[src/rtl/axi_ic_pkg.sv]
// Shared AXI interconnect types: default widths, W-steer order entry and a one-hot check.
package axi_ic_pkg;

  localparam int AXI_WIDTH_ID   = 4;
  localparam int AXI_WIDTH_DATA = 32;
  localparam int AXI_NUM_SLV    = 2;
  localparam int AXI_SLV_MAX    = 16;

  typedef struct packed {
    logic [AXI_NUM_SLV-1:0]  sel;
    logic [AXI_WIDTH_ID-1:0] id;
  } wsteer_entry_t;

  // Callers zero-extend narrower select vectors to AXI_SLV_MAX bits.
  function automatic logic is_onehot(input logic [AXI_SLV_MAX-1:0] v);
    logic [AXI_SLV_MAX-1:0] one;
    one = {{(AXI_SLV_MAX-1){1'b0}}, 1'b1};
    return (v != '0) && ((v & (v - one)) == '0);
  endfunction

endpackage

[src/rtl/axi_wdata_steer_if.sv]
// Master-side AW/W and slave-side W signals of the write-data steering stage.
// M_AWLEN exists only when AXI_WSTEER_BEATCNT_EN is defined.
interface axi_wdata_steer_if #(
  parameter int NUM_SLV    = 2,
  parameter int WIDTH_ID   = 4,
  parameter int WIDTH_DATA = 32
);
  logic [WIDTH_ID-1:0]     M_AWID;
  logic [NUM_SLV-1:0]      M_AWSEL;
  logic                    M_AWVALID;
  logic                    M_AWREADY;
`ifdef AXI_WSTEER_BEATCNT_EN
  logic [7:0]              M_AWLEN;
`endif
  logic                    AW_BLOCK;
  logic [WIDTH_ID-1:0]     M_WID;
  logic [WIDTH_DATA-1:0]   M_WDATA;
  logic [WIDTH_DATA/8-1:0] M_WSTRB;
  logic                    M_WLAST;
  logic                    M_WVALID;
  logic                    M_WREADY;
  logic [WIDTH_ID-1:0]     S_WID;
  logic [WIDTH_DATA-1:0]   S_WDATA;
  logic [WIDTH_DATA/8-1:0] S_WSTRB;
  logic                    S_WLAST;
  logic [NUM_SLV-1:0]      S_WVALID;
  logic [NUM_SLV-1:0]      S_WREADY;
  logic                    ERR;

  modport slave (
`ifdef AXI_WSTEER_BEATCNT_EN
    input  M_AWLEN,
`endif
    input  M_AWID, M_AWSEL, M_AWVALID, M_AWREADY,
    input  M_WDATA, M_WSTRB, M_WLAST, M_WVALID, S_WREADY,
    output AW_BLOCK, M_WID, M_WREADY,
    output S_WID, S_WDATA, S_WSTRB, S_WLAST, S_WVALID, ERR
  );

  modport master (
`ifdef AXI_WSTEER_BEATCNT_EN
    output M_AWLEN,
`endif
    output M_AWID, M_AWSEL, M_AWVALID, M_AWREADY,
    output M_WDATA, M_WSTRB, M_WLAST, M_WVALID, S_WREADY,
    input  AW_BLOCK, M_WID, M_WREADY,
    input  S_WID, S_WDATA, S_WSTRB, S_WLAST, S_WVALID, ERR
  );
endinterface

[src/rtl/axi_wsteer_fifo_sync.sv]
// Synchronous order FIFO with first-word-visible read data and registered count/full.
module axi_wsteer_fifo_sync #(
  parameter int WIDTH = 8,
  parameter int FAW   = 4
) (
  input  logic             clk,
  input  logic             rst,
  input  logic             push,
  input  logic             pop,
  input  logic [WIDTH-1:0] wdata,
  output logic [WIDTH-1:0] rdata,
  output logic             full,
  output logic             empty,
  output logic [FAW:0]     count
);
  localparam int DEPTH = 2**FAW;

  logic [WIDTH-1:0] mem [DEPTH];
  logic [FAW-1:0]   wr_ptr;
  logic [FAW-1:0]   rd_ptr;
  logic [FAW:0]     count_nxt;
  logic             push_eff;
  logic             pop_eff;

  // A push into a full FIFO is dropped even if a pop happens in the same cycle.
  assign push_eff = push & ~full;
  assign pop_eff  = pop & ~empty;
  assign empty    = (count == '0);
  assign rdata    = mem[rd_ptr];

  always_comb begin
    count_nxt = count;
    if (push_eff && !pop_eff)
      count_nxt = count + (FAW+1)'(1);
    else if (pop_eff && !push_eff)
      count_nxt = count - (FAW+1)'(1);
  end

  always_ff @(posedge clk) begin
    if (push_eff)
      mem[wr_ptr] <= wdata;
  end

  always_ff @(posedge clk) begin
    if (rst) begin
      wr_ptr <= '0;
      rd_ptr <= '0;
      count  <= '0;
      full   <= 1'b0;
    end else begin
      if (push_eff)
        wr_ptr <= wr_ptr + FAW'(1);
      if (pop_eff)
        rd_ptr <= rd_ptr + FAW'(1);
      count <= count_nxt;
      full  <= (count_nxt == (FAW+1)'(DEPTH));
    end
  end

endmodule

[src/rtl/axi_wdata_steer.sv]
// Per-master W steering: records AW targets in order and routes W beats until WLAST.
// Optional AXI_WSTEER_BEATCNT_EN adds M_AWLEN and a WLAST position check.
module axi_wdata_steer
  import axi_ic_pkg::*;
#(
  parameter int NUM_SLV    = AXI_NUM_SLV,
  parameter int WIDTH_ID   = AXI_WIDTH_ID,
  parameter int WIDTH_DATA = AXI_WIDTH_DATA,
  parameter int FAW        = 4
) (
  input  logic               ACLK,
  input  logic               ARESET,
  axi_wdata_steer_if.slave   bus
);
`ifdef AXI_WSTEER_BEATCNT_EN
  localparam int ENT_W = 8 + NUM_SLV + WIDTH_ID;
`else
  localparam int ENT_W = NUM_SLV + WIDTH_ID;
`endif

  logic [ENT_W-1:0]    fifo_wdata;
  logic [ENT_W-1:0]    fifo_rdata;
  logic                fifo_full;
  logic                fifo_empty;
  logic [FAW:0]        fifo_count;
  logic                fifo_push;
  logic                fifo_pop;

  logic                aw_hs;
  logic                w_hs;
  logic                wlast_hs;
  logic                head_vld;
  logic [NUM_SLV-1:0]  head_sel;
  logic [WIDTH_ID-1:0] head_id;
  logic                err_set;
  logic                err_q;

  assign aw_hs    = bus.M_AWVALID & bus.M_AWREADY;
  assign w_hs     = bus.M_WVALID & bus.M_WREADY;
  assign wlast_hs = w_hs & bus.M_WLAST;

`ifdef AXI_WSTEER_BEATCNT_EN
  logic [7:0] head_len;
  logic [7:0] beat_q;
  assign fifo_wdata = {bus.M_AWLEN, bus.M_AWSEL, bus.M_AWID};
`else
  assign fifo_wdata = {bus.M_AWSEL, bus.M_AWID};
`endif

  // Empty FIFO with an AW handshake: the new burst is the head in the same cycle.
  always_comb begin
    head_vld = ~fifo_empty | aw_hs;
    head_sel = fifo_rdata[WIDTH_ID +: NUM_SLV];
    head_id  = fifo_rdata[WIDTH_ID-1:0];
`ifdef AXI_WSTEER_BEATCNT_EN
    head_len = fifo_rdata[ENT_W-1 -: 8];
`endif
    if (fifo_empty && aw_hs) begin
      head_sel = bus.M_AWSEL;
      head_id  = bus.M_AWID;
`ifdef AXI_WSTEER_BEATCNT_EN
      head_len = bus.M_AWLEN;
`endif
    end
  end

  // A bypassed burst that completes in its own AW cycle never needs an entry.
  assign fifo_push = aw_hs & ~(fifo_empty & wlast_hs);
  assign fifo_pop  = wlast_hs & (fifo_count != '0);

  axi_wsteer_fifo_sync #(
    .WIDTH (ENT_W),
    .FAW   (FAW)
  ) u_fifo (
    .clk   (ACLK),
    .rst   (ARESET),
    .push  (fifo_push),
    .pop   (fifo_pop),
    .wdata (fifo_wdata),
    .rdata (fifo_rdata),
    .full  (fifo_full),
    .empty (fifo_empty),
    .count (fifo_count)
  );

  assign bus.S_WVALID = head_vld ? (head_sel & {NUM_SLV{bus.M_WVALID}}) : '0;
  assign bus.M_WREADY = head_vld & (|(head_sel & bus.S_WREADY));
  assign bus.M_WID    = head_id;
  assign bus.S_WID    = head_id;
  assign bus.S_WDATA  = bus.M_WDATA;
  assign bus.S_WSTRB  = bus.M_WSTRB;
  assign bus.S_WLAST  = bus.M_WLAST;
  assign bus.AW_BLOCK = fifo_full;
  assign bus.ERR      = err_q;

`ifdef AXI_WSTEER_BEATCNT_EN
  always_ff @(posedge ACLK) begin
    if (ARESET)
      beat_q <= '0;
    else if (w_hs)
      beat_q <= bus.M_WLAST ? 8'd0 : beat_q + 8'd1;
  end

  assign err_set = (aw_hs & fifo_full)
                 | (head_vld & ~is_onehot(AXI_SLV_MAX'(head_sel)))
                 | (w_hs & (bus.M_WLAST != (beat_q == head_len)));
`else
  assign err_set = (aw_hs & fifo_full)
                 | (head_vld & ~is_onehot(AXI_SLV_MAX'(head_sel)));
`endif

  always_ff @(posedge ACLK) begin
    if (ARESET)
      err_q <= 1'b0;
    else if (err_set)
      err_q <= 1'b1;
  end

endmodule

[src/flat_wrapper.sv]
// flat-port wrapper written by rule: the top's interface ports become plain ports
module axi_wdata_steer_flat import axi_ic_pkg::*;
#(
  parameter int NUM_SLV    = AXI_NUM_SLV,
  parameter int WIDTH_ID   = AXI_WIDTH_ID,
  parameter int WIDTH_DATA = AXI_WIDTH_DATA,
  parameter int FAW        = 4
)
  (ACLK, ARESET, bus_M_AWID, bus_M_AWSEL, bus_M_AWVALID, bus_M_AWREADY, bus_M_WDATA, bus_M_WSTRB, bus_M_WLAST, bus_M_WVALID, bus_S_WREADY, bus_AW_BLOCK, bus_M_WID, bus_M_WREADY, bus_S_WID, bus_S_WDATA, bus_S_WSTRB, bus_S_WLAST, bus_S_WVALID, bus_ERR);
  axi_wdata_steer_if #(.NUM_SLV(NUM_SLV), .WIDTH_ID(WIDTH_ID), .WIDTH_DATA(WIDTH_DATA)) bus_i ();
  input  logic ACLK;
  input  logic ARESET;
  input wire logic [$bits(bus_i.M_AWID)-1:0] bus_M_AWID;
  input wire logic [$bits(bus_i.M_AWSEL)-1:0] bus_M_AWSEL;
  input wire logic [$bits(bus_i.M_AWVALID)-1:0] bus_M_AWVALID;
  input wire logic [$bits(bus_i.M_AWREADY)-1:0] bus_M_AWREADY;
  input wire logic [$bits(bus_i.M_WDATA)-1:0] bus_M_WDATA;
  input wire logic [$bits(bus_i.M_WSTRB)-1:0] bus_M_WSTRB;
  input wire logic [$bits(bus_i.M_WLAST)-1:0] bus_M_WLAST;
  input wire logic [$bits(bus_i.M_WVALID)-1:0] bus_M_WVALID;
  input wire logic [$bits(bus_i.S_WREADY)-1:0] bus_S_WREADY;
  output wire logic [$bits(bus_i.AW_BLOCK)-1:0] bus_AW_BLOCK;
  output wire logic [$bits(bus_i.M_WID)-1:0] bus_M_WID;
  output wire logic [$bits(bus_i.M_WREADY)-1:0] bus_M_WREADY;
  output wire logic [$bits(bus_i.S_WID)-1:0] bus_S_WID;
  output wire logic [$bits(bus_i.S_WDATA)-1:0] bus_S_WDATA;
  output wire logic [$bits(bus_i.S_WSTRB)-1:0] bus_S_WSTRB;
  output wire logic [$bits(bus_i.S_WLAST)-1:0] bus_S_WLAST;
  output wire logic [$bits(bus_i.S_WVALID)-1:0] bus_S_WVALID;
  output wire logic [$bits(bus_i.ERR)-1:0] bus_ERR;
  assign bus_i.M_AWID = bus_M_AWID;
  assign bus_i.M_AWSEL = bus_M_AWSEL;
  assign bus_i.M_AWVALID = bus_M_AWVALID;
  assign bus_i.M_AWREADY = bus_M_AWREADY;
  assign bus_i.M_WDATA = bus_M_WDATA;
  assign bus_i.M_WSTRB = bus_M_WSTRB;
  assign bus_i.M_WLAST = bus_M_WLAST;
  assign bus_i.M_WVALID = bus_M_WVALID;
  assign bus_i.S_WREADY = bus_S_WREADY;
  assign bus_AW_BLOCK = bus_i.AW_BLOCK;
  assign bus_M_WID = bus_i.M_WID;
  assign bus_M_WREADY = bus_i.M_WREADY;
  assign bus_S_WID = bus_i.S_WID;
  assign bus_S_WDATA = bus_i.S_WDATA;
  assign bus_S_WSTRB = bus_i.S_WSTRB;
  assign bus_S_WLAST = bus_i.S_WLAST;
  assign bus_S_WVALID = bus_i.S_WVALID;
  assign bus_ERR = bus_i.ERR;
  axi_wdata_steer #(.NUM_SLV(NUM_SLV), .WIDTH_ID(WIDTH_ID), .WIDTH_DATA(WIDTH_DATA), .FAW(FAW)) u_core (.ACLK(ACLK), .ARESET(ARESET), .bus(bus_i));
endmodule
[config.mk]
export PLATFORM = sky130hd
export DESIGN_NAME = axi_wdata_steer_flat
export DESIGN_NICKNAME = d
export VERILOG_FILES = /design/src/rtl/axi_ic_pkg.sv /design/src/rtl/axi_wdata_steer_if.sv /design/src/rtl/axi_wsteer_fifo_sync.sv /design/src/rtl/axi_wdata_steer.sv /design/src/flat_wrapper.sv
export SDC_FILE = /design/constraint.sdc
export NUM_CORES = 1
export LEC_CHECK = 0
export CORE_MARGIN = 5
export CORE_UTILIZATION = 56
export CTS_CLUSTER_DIAMETER = 100
export CTS_CLUSTER_SIZE = 8
export DETAILED_ROUTE_END_ITERATION = 10
export PLACE_DENSITY_LB_ADDON = 0.12
export SLEW_MARGIN = 25
export SYNTH_ARGS = -nofsm -noshare
export SYNTH_HDL_FRONTEND = slang
export SYNTH_SLANG_ARGS = --single-unit
[constraint.sdc]
create_clock -name ACLK -period 8.65 [get_ports ACLK]
set_clock_uncertainty 0.15 [all_clocks]
set_input_delay 1.73 -clock ACLK [delete_from_list [all_inputs] [get_ports ACLK]]
set_output_delay 1.73 -clock ACLK [all_outputs]
set_load 0.02 [all_outputs]
==> out/metrics.yaml, run 1 <==
timing:
  hold-worst-slack_ps: 345
  worst_pin_slew_ps: 1020
  slew_viol_final: 0
  count_of_final_hold_check_violations: 0
  max_freq_mhz: 170
  timing.final.crit_period_ps: 5880
  setup_repair_after_global_routing_missed_its_margin: "no"
  timing.final.crit_share: 0.679
  finalSetupViolations: 0
  setup_total_negative_slack_ps: 0
  relSlewSlack: 0.312
die:
  die-width_microns: 106
  floorplan.rows: 35
  start_util: 0.565
  dieArea_sq_um: 11200
  core_sq_um: 9110
  floorplan.io_pins: 100
  die_height_microns: 106
critical_path:
  cp_cell_sequence: "clkdlybuf4s50_1 -> o31a_1 -> a41oi_2 -> a2bb2oi_4 -> a21oi_1 -> clkdlybuf4s50_1"
  critPathCaptureType: "output port"
  critical_path.slowest_cell: "sky130_fd_sc_hd__clkdlybuf4s50_1"
  required_ps: 6770
  worstPathBufferInverterCount: 2
  critical_path.top_delay_family: "buffers and inverters"
  cpPeakStageDelay_ps: 730
  cp.arrival_ps: 4000
  cp_max_fo: 18
  timing.reg2reg.setup_slack_ps: 4600
  path_common_cell: "sky130_fd_sc_hd__clkdlybuf4s50_1"
  critPathLaunchType: "input port"
  timing.setup.critical_path_class: "in2out"
placement:
  dpl_cell_area_sq_um: 5180
  portBuffers: 27
  placed_cells_incl_taps: 413
  gpl.final_weighted_congestion: 0.806
  detailed_placement_hpwl_microns: 6560
grt:
  vias_in_the_first_global_route: 2786
  global_route_met3_utilization: 0.0370
  first_pass_grt_wire_length_microns: 15500
  groute.usage.overall: 0.189
  antenna_found_initial: 0
  met2_usage: 0.293
  grt-busiest-layer: "met2"
  global_route.usage.met1: 0.257
  gr-total-overflow: 0
  grt_start_max_net_pins: 21
logic_synthesis:
  share_of_synthesized_cell_area_in_full_adder_half_adder_and_majority_cells: 0.0194
  synthesis.area_sq_um: 5150
  synthCells: 329
  total_nets_after_synthesis: 387
  synthTopCellsByArea: "sky130_fd_sc_hd__edfxtp_1, sky130_fd_sc_hd__mux4_2, sky130_fd_sc_hd__dfxtp_1"
  synth_top_area_cell: "sky130_fd_sc_hd__edfxtp_1"
  post_synthesis_compound_gate_area_fraction: 0.0377
  synth-edff-count: 96
  synthesis.yosys.warnings: 0
  netlist_cell_types: 44
  postSynth.asyncResetShare: 0
  avgSynthCellArea_sq_um: 15.7
  ys.flop_type: "sky130_fd_sc_hd__edfxtp_1"
  synthDominantCellAreaShare: 0.560
  synth_xor_area_frac: 0.0153
  synth-seq-cells: 115
  yosysSeqAreaShare: 0.634
  synthMuxAreaShare: 0.143
  combinational_family_with_the_most_area_after_synthesis: "multiplexers"
  synthSimpleGateAreaFrac: 0.0719
detailed_routing:
  num_vias: 2656
  dr.first_iter.drc_count: 150
  remaining_drc_errors: 0
  route.detailed.wl_per_inst_microns: 22.3
  first_pass_iters: 5
  vias_per_cell: 5.97
  routed_wirelength_microns: 9920
  route.antenna.remaining_nets: 0
cells_and_area:
  nets: 379
  final_cell_area_sq_um: 5770
  layout-drive-gt1-share: 0.219
  area_growth_syn_to_layout_pct: 12.1
  antenna_cells: 0
  stdcell_count: 445
clock_tree:
  postCtsSetupRepairBufs: 0
  post_cts_resized: 0
  htree_num_levels: 4
  cts_inserted_buffers: 17
  cts.sinks: 115
  worstSkewPairLatency_ps: 500
  cts_buffer_depth: 2
  clock_tree_from_tritoncts: "yes"
  cts-root-buf: "sky130_fd_sc_hd__clkbuf_8"
  worst_setup_hold_path_clk_slew_ps: 60
  postCtsHoldBufs: 0
status:
  run_status: "finished clean"
power_and_ir_drop:
  powerDensity_nw_per_um2: 253
  clockPowerShare: 0.464
  sw_frac_of_total: 0.233
  net-switching-power_uw: 340
  cell_internal_pwr_uw: 1120
  power.ir.vdd_worst_mv: 0.134
  cellLeakagePower_uw: 0.00189
  share_comb_of_total_power: 0.112
  fraction_of_power_consumed_by_sequential_logic: 0.425
hold_path:
  hp-class: "reg2reg"
run:
  drv_cap: 0
==> cell type report <==
class	count	area, sq um
fill	673	3340
sequential	115	3260
multi-input combinational	154	1490
clock buffer	18	418
timing repair buffer	28	278
clock inverter	14	163
tap	111	139
inverter	5	18.8
==> worst paths after layout <==
kind                           startpoint                 endpoint  depth (start not counted)
setup / recovery           bus_M_AWSEL[0]             bus_M_WREADY                          6
hold / removal    u_core.u_fifo.rd_ptr[3]                 register                          2
setup reg to reg   u_core.u_fifo.count[0]  u_core.u_fifo.mem[3][2]                          9
hold reg to reg   u_core.u_fifo.rd_ptr[3]                 register                          2
==> per-stage QoR <==
step | total power [uW] | setup slack [ps] | util
final | 1460 | 2770 | 0.634
after global routing | 1510 | 2670 | 0.634
after CTS | 1470 | 2770 | 0.633
after detailed placement | 793 | 2760 | 0.569
after global placement | 790 | 2840 | 0.568
after floorplan | 766 | 3830 | -
==> power groups by stage <==
stage          Combinational, uW  Sequential, uW  Clock (uW)
4_1_cts                      164             619         684
6_report                     163             620         677
2_1_floorplan                137             629           0
5_1_grt                      177             620         709
3_3_place_gp                 160             630           0
3_5_place_dp                 162             631           0
==> state kept, by name, summed over array words and instances, names as in the netlist, named ones only <==
name	count
u_core.u_fifo.wr_ptr	4
u_core.u_fifo.full	1
u_core.bus.ERR	1
u_core.u_fifo.count	5
u_core.u_fifo.rd_ptr	4
u_core.u_fifo.mem	96
==> worst reg2reg max path, stage by stage (launching register included) <==
cell and delay [ps]:
sky130_fd_sc_hd__dfxtp_1 370, sky130_fd_sc_hd__inv_1 120, sky130_fd_sc_hd__ha_1 190, sky130_fd_sc_hd__or4b_1 610
sky130_fd_sc_hd__o31a_1 360, sky130_fd_sc_hd__a41oi_2 220, sky130_fd_sc_hd__a2bb2oi_4 250, sky130_fd_sc_hd__o31a_1 420
sky130_fd_sc_hd__nand2_2 180, sky130_fd_sc_hd__nor3_1 810
==> cells in the final DEF, fill, tap and decap left out, types with 3 or more instances in the layout <==
cell type,count
sky130_fd_sc_hd__xor2_1,7
sky130_fd_sc_hd__nand2b_1,3
sky130_fd_sc_hd__clkbuf_16,16
sky130_fd_sc_hd__nor3_2,3
sky130_fd_sc_hd__nand2_1,12
sky130_fd_sc_hd__clkinv_2,5
sky130_fd_sc_hd__edfxtp_1,96
sky130_fd_sc_hd__nor3_1,5
sky130_fd_sc_hd__o21ai_0,4
sky130_fd_sc_hd__mux4_2,28
sky130_fd_sc_hd__nand3_1,8
sky130_fd_sc_hd__bufinv_16,3
sky130_fd_sc_hd__clkdlybuf4s50_1,27
sky130_fd_sc_hd__mux2i_1,6
sky130_fd_sc_hd__clkinvlp_4,4
sky130_fd_sc_hd__nor2_1,32
sky130_fd_sc_hd__dfxtp_1,19
sky130_fd_sc_hd__a21oi_1,6
sky130_fd_sc_hd__ha_1,8
sky130_fd_sc_hd__mux2_2,4
sky130_fd_sc_hd__inv_1,5
==> synth_stat cells (2+ instances only) <==
cell,count
sky130_fd_sc_hd__o31a_1,2
sky130_fd_sc_hd__edfxtp_1,96
sky130_fd_sc_hd__mux4_2,28
sky130_fd_sc_hd__mux2_2,4
sky130_fd_sc_hd__clkbuf_1,4
sky130_fd_sc_hd__xnor2_1,2
sky130_fd_sc_hd__o21ai_0,4
sky130_fd_sc_hd__nor2_1,32
sky130_fd_sc_hd__nand4_1,2
sky130_fd_sc_hd__buf_1,3
sky130_fd_sc_hd__buf_6,2
sky130_fd_sc_hd__nand2b_1,3
sky130_fd_sc_hd__ha_1,8
sky130_fd_sc_hd__inv_1,5
sky130_fd_sc_hd__nand2_1,12
sky130_fd_sc_hd__buf_4,44
sky130_fd_sc_hd__buf_2,2
sky130_fd_sc_hd__dfxtp_1,19
sky130_fd_sc_hd__mux2i_1,6
sky130_fd_sc_hd__nor3_1,8
sky130_fd_sc_hd__a21oi_1,6
sky130_fd_sc_hd__xor2_1,7
sky130_fd_sc_hd__nand3_1,8
sky130_fd_sc_hd__a211oi_1,2
==> metal layers <==
metal / vias up / share of wire
met5: - / 0
met4: 0 / 0.022
met3: 30 / 0.052
met2: 81 / 0.50
met1: 1344 / 0.42
li1: 1201 / -
==> cell families (layout without fill, tap and decap cells) <==
logic type      count (synthesis)  after routing
compound gates                 24             24
xor+xnor                        9              9
fa+ha+maj                       8              8
buf+inv                        60             65
flops                         115            115
mux                            38             38
simple gates                   75             75
Power figures use the tool's default switching activity.
==> run 2: changes to the inputs <==
CORE_UTILIZATION = 47   (was 56)
clock period = 4.9 ns   (was 8.65 ns; I/O delays follow)
==> out/metrics.yaml, run 2 (synthesized netlist as in run 1, its figures left out) <==
cells_and_area:
  filler_cells_inserted: 854  # +27%
  largest_register_ffs: 96  # unchanged
  layout_commonest_cell: "sky130_fd_sc_hd__edfxtp_1"
  layout-drive-gt1-share: 0.249  # +0.0300
  area_growth_syn_to_layout_pct: 15.4
  nets: 395  # +4.2%
  registers.top_by_ff_count: "u_core.u_fifo.mem"
  antenna_cells: 0  # unchanged
  final_cell_area_sq_um: 5940  # +2.9%
  stdcell_count: 490  # +10%
  layout_common_cells: "sky130_fd_sc_hd__edfxtp_1, sky130_fd_sc_hd__nor2_1, sky130_fd_sc_hd__mux4_2, sky130_fd_sc_hd__clkdlybuf4s50_1, sky130_fd_sc_hd__dfxtp_1"
  largestRegisters: "u_core.u_fifo.mem (96), u_core.u_fifo.count (5)"
clock_tree:
  cts.sinks: 115  # unchanged
  cts-root-buf: "sky130_fd_sc_hd__clkbuf_8"
  postCtsSetupRepairBufs: 0  # unchanged
  worstSkewPairLatency_ps: 510  # about the same
  worst_setup_hold_path_clk_slew_ps: 60  # about the same
  cts_inserted_buffers: 17  # unchanged
  cts_buffer_depth: 2  # unchanged
  clock_tree_from_tritoncts: "yes"
  post_cts_resized: 0  # unchanged
  htree_num_levels: 4  # unchanged
  postCtsHoldBufs: 0  # unchanged
timing:
  timing.final.crit_period_ps: 4300
  count_of_final_hold_check_violations: 0  # unchanged
  setup_total_negative_slack_ps: 0  # unchanged
  slew_viol_final: 0  # unchanged
  relSlewSlack: 0.562  # +0.251
  worst_pin_slew_ps: 654  # -370 ps
  finalSetupViolations: 0  # unchanged
  max_freq_mhz: 232
  postLayoutSetupSlackWorst_ps: 598  # -2170 ps
  setup_repair_after_global_routing_missed_its_margin: "no"
  timing.final.crit_share: 0.878
placement:
  dpl_cell_area_sq_um: 5330  # +2.9%
  placed_cells_incl_taps: 458  # +11%
  detailed_placement_hpwl_microns: 7090  # +8.0%
  portBuffers: 27  # unchanged
  gpl.final_weighted_congestion: 0.790  # -2.0%
  place_ws_ps: 686  # -2080 ps
critical_path:
  cp_cell_sequence: "inv_1 -> ha_1 -> or4b_1 -> o31a_1 -> a41oi_2 -> a2bb2oi_4 -> a21oi_1 -> clkdlybuf4s50_1"
  worstPathBufferInverterCount: 2  # unchanged
  cp.arrival_ps: 3170  # -830 ps
  critical_path.top_delay_family: "compound AO/OA/AOI/OAI gates"
  critical_path.slowest_cell: "sky130_fd_sc_hd__or4b_1"
  cp_max_fo: 8  # -10
  required_ps: 3770  # -3000 ps
  timing.setup.critical_path_class: "reg2out"
  critPathLaunchType: "register"
  critPathCaptureType: "output port"
  cpPeakStageDelay_ps: 610  # -120 ps
grt:
  first_pass_grt_wire_length_microns: 16000  # +3.6%
  groute.usage.overall: 0.168  # -0.0202
  gr-total-overflow: 0  # unchanged
  vias_in_the_first_global_route: 2819  # +1.2%
  antenna_found_initial: 0  # unchanged
  grt_start_max_net_pins: 21  # unchanged
detailed_routing:
  first_pass_iters: 4  # -1
  route.antenna.remaining_nets: 0  # unchanged
  remaining_drc_errors: 0  # unchanged
  route.detailed.wl_per_inst_microns: 20.6  # -7.5%
  routed_wirelength_microns: 10100  # +1.8%
  num_vias: 2628  # -1.1%
  dr.first_iter.drc_count: 173  # +15%
  vias_per_cell: 5.36  # -10%
die:
  dieArea_sq_um: 13200  # +17%
  start_util: 0.477  # -0.0882
  core_sq_um: 10800  # +18%
  die_height_microns: 115  # +8.3%
  die-width_microns: 115  # +8.3%
  floorplan.io_pins: 100  # unchanged
  floorplan.rows: 38  # +8.6%
power_and_ir_drop:
  power.ir.vdd_worst_mv: 0.247  # +84%
  share_comb_of_total_power: 0.111  # about the same
  clockPowerShare: 0.475  # +0.011
  cellLeakagePower_uw: 0.00197  # +4.5%
  cell_internal_pwr_uw: 2000  # +79%
  powerDensity_nw_per_um2: 444  # +76%
  sw_frac_of_total: 0.242  # +0.00930
  net-switching-power_uw: 639  # +88%
  fraction_of_power_consumed_by_sequential_logic: 0.414  # -0.011
run:
  drv_cap: 0  # unchanged
hold_path:
  hp-class: "reg2reg"
status:
  run_status: "finished clean"
## run 2: metrics by stage
stage / hold slack (ps) / total power (uW) / utilization
2_1_floorplan: 309 / 1350 / -
3_3_place_gp: 325 / 1400 / 0.494
3_5_place_dp: 343 / 1410 / 0.494
4_1_cts: 351 / 2660 / 0.551
5_1_grt: 379 / 2740 / 0.551
6_report: 343 / 2640 / 0.551
## run 2: power groups by stage
stage / Clock (uW) / Combinational, uW / Sequential, uW
6_report: 1250 / 293 / 1090
2_1_floorplan: 0 / 242 / 1110
5_1_grt: 1330 / 322 / 1090
3_5_place_dp: 0 / 295 / 1110
4_1_cts: 1270 / 296 / 1090
3_3_place_gp: 0 / 293 / 1110
## run 2: layer usage
metal | up-vias | wire, microns | global-route usage
li1 | 1232 | - | -
met1 | 1300 | 4560 | 0.225
met5 | - | 0 | 0
met2 | 75 | 4730 | 0.254
met3 | 21 | 644 | 0.0566
met4 | 0 | 160 | 0.0681
## run 2: path summary, 6_finish.rpt
check	start	to	slack, ps	cells past startpoint
hold reg to reg	u_core.u_fifo.rd_ptr[3]	u_core.u_fifo.rd_ptr[3]	340	2
hold / removal	u_core.u_fifo.rd_ptr[3]	u_core.u_fifo.rd_ptr[3]	340	2
setup / recovery	u_core.u_fifo.count[0]	bus_M_WREADY	600	8
setup reg to reg	u_core.u_fifo.count[0]	u_core.u_fifo.mem[10][0]	1270	9
## run 2: area by class of cell
cell class / count / area (sq um) / area share
timing repair buffer: 44 / 398 / 0.0669
inverter: 5 / 18.8 / 0.00316
clock buffer: 17 / 414 / 0.0697
multi-input combinational: 154 / 1480 / 0.249
sequential: 115 / 3260 / 0.549
tap: 140 / 175 / 0.0295
clock inverter: 15 / 195 / 0.0328
## run 2: worst reg2reg max path, delay by kind of cell (launching register included)
kind / cells / cell delay [ps]
and+or+nand+nor: 3 / 1300
AOI/OAI and AO/OA: 4 / 1180
DFF: 1 / 360
adders and majority gates: 1 / 170
buffers and inverters: 1 / 110
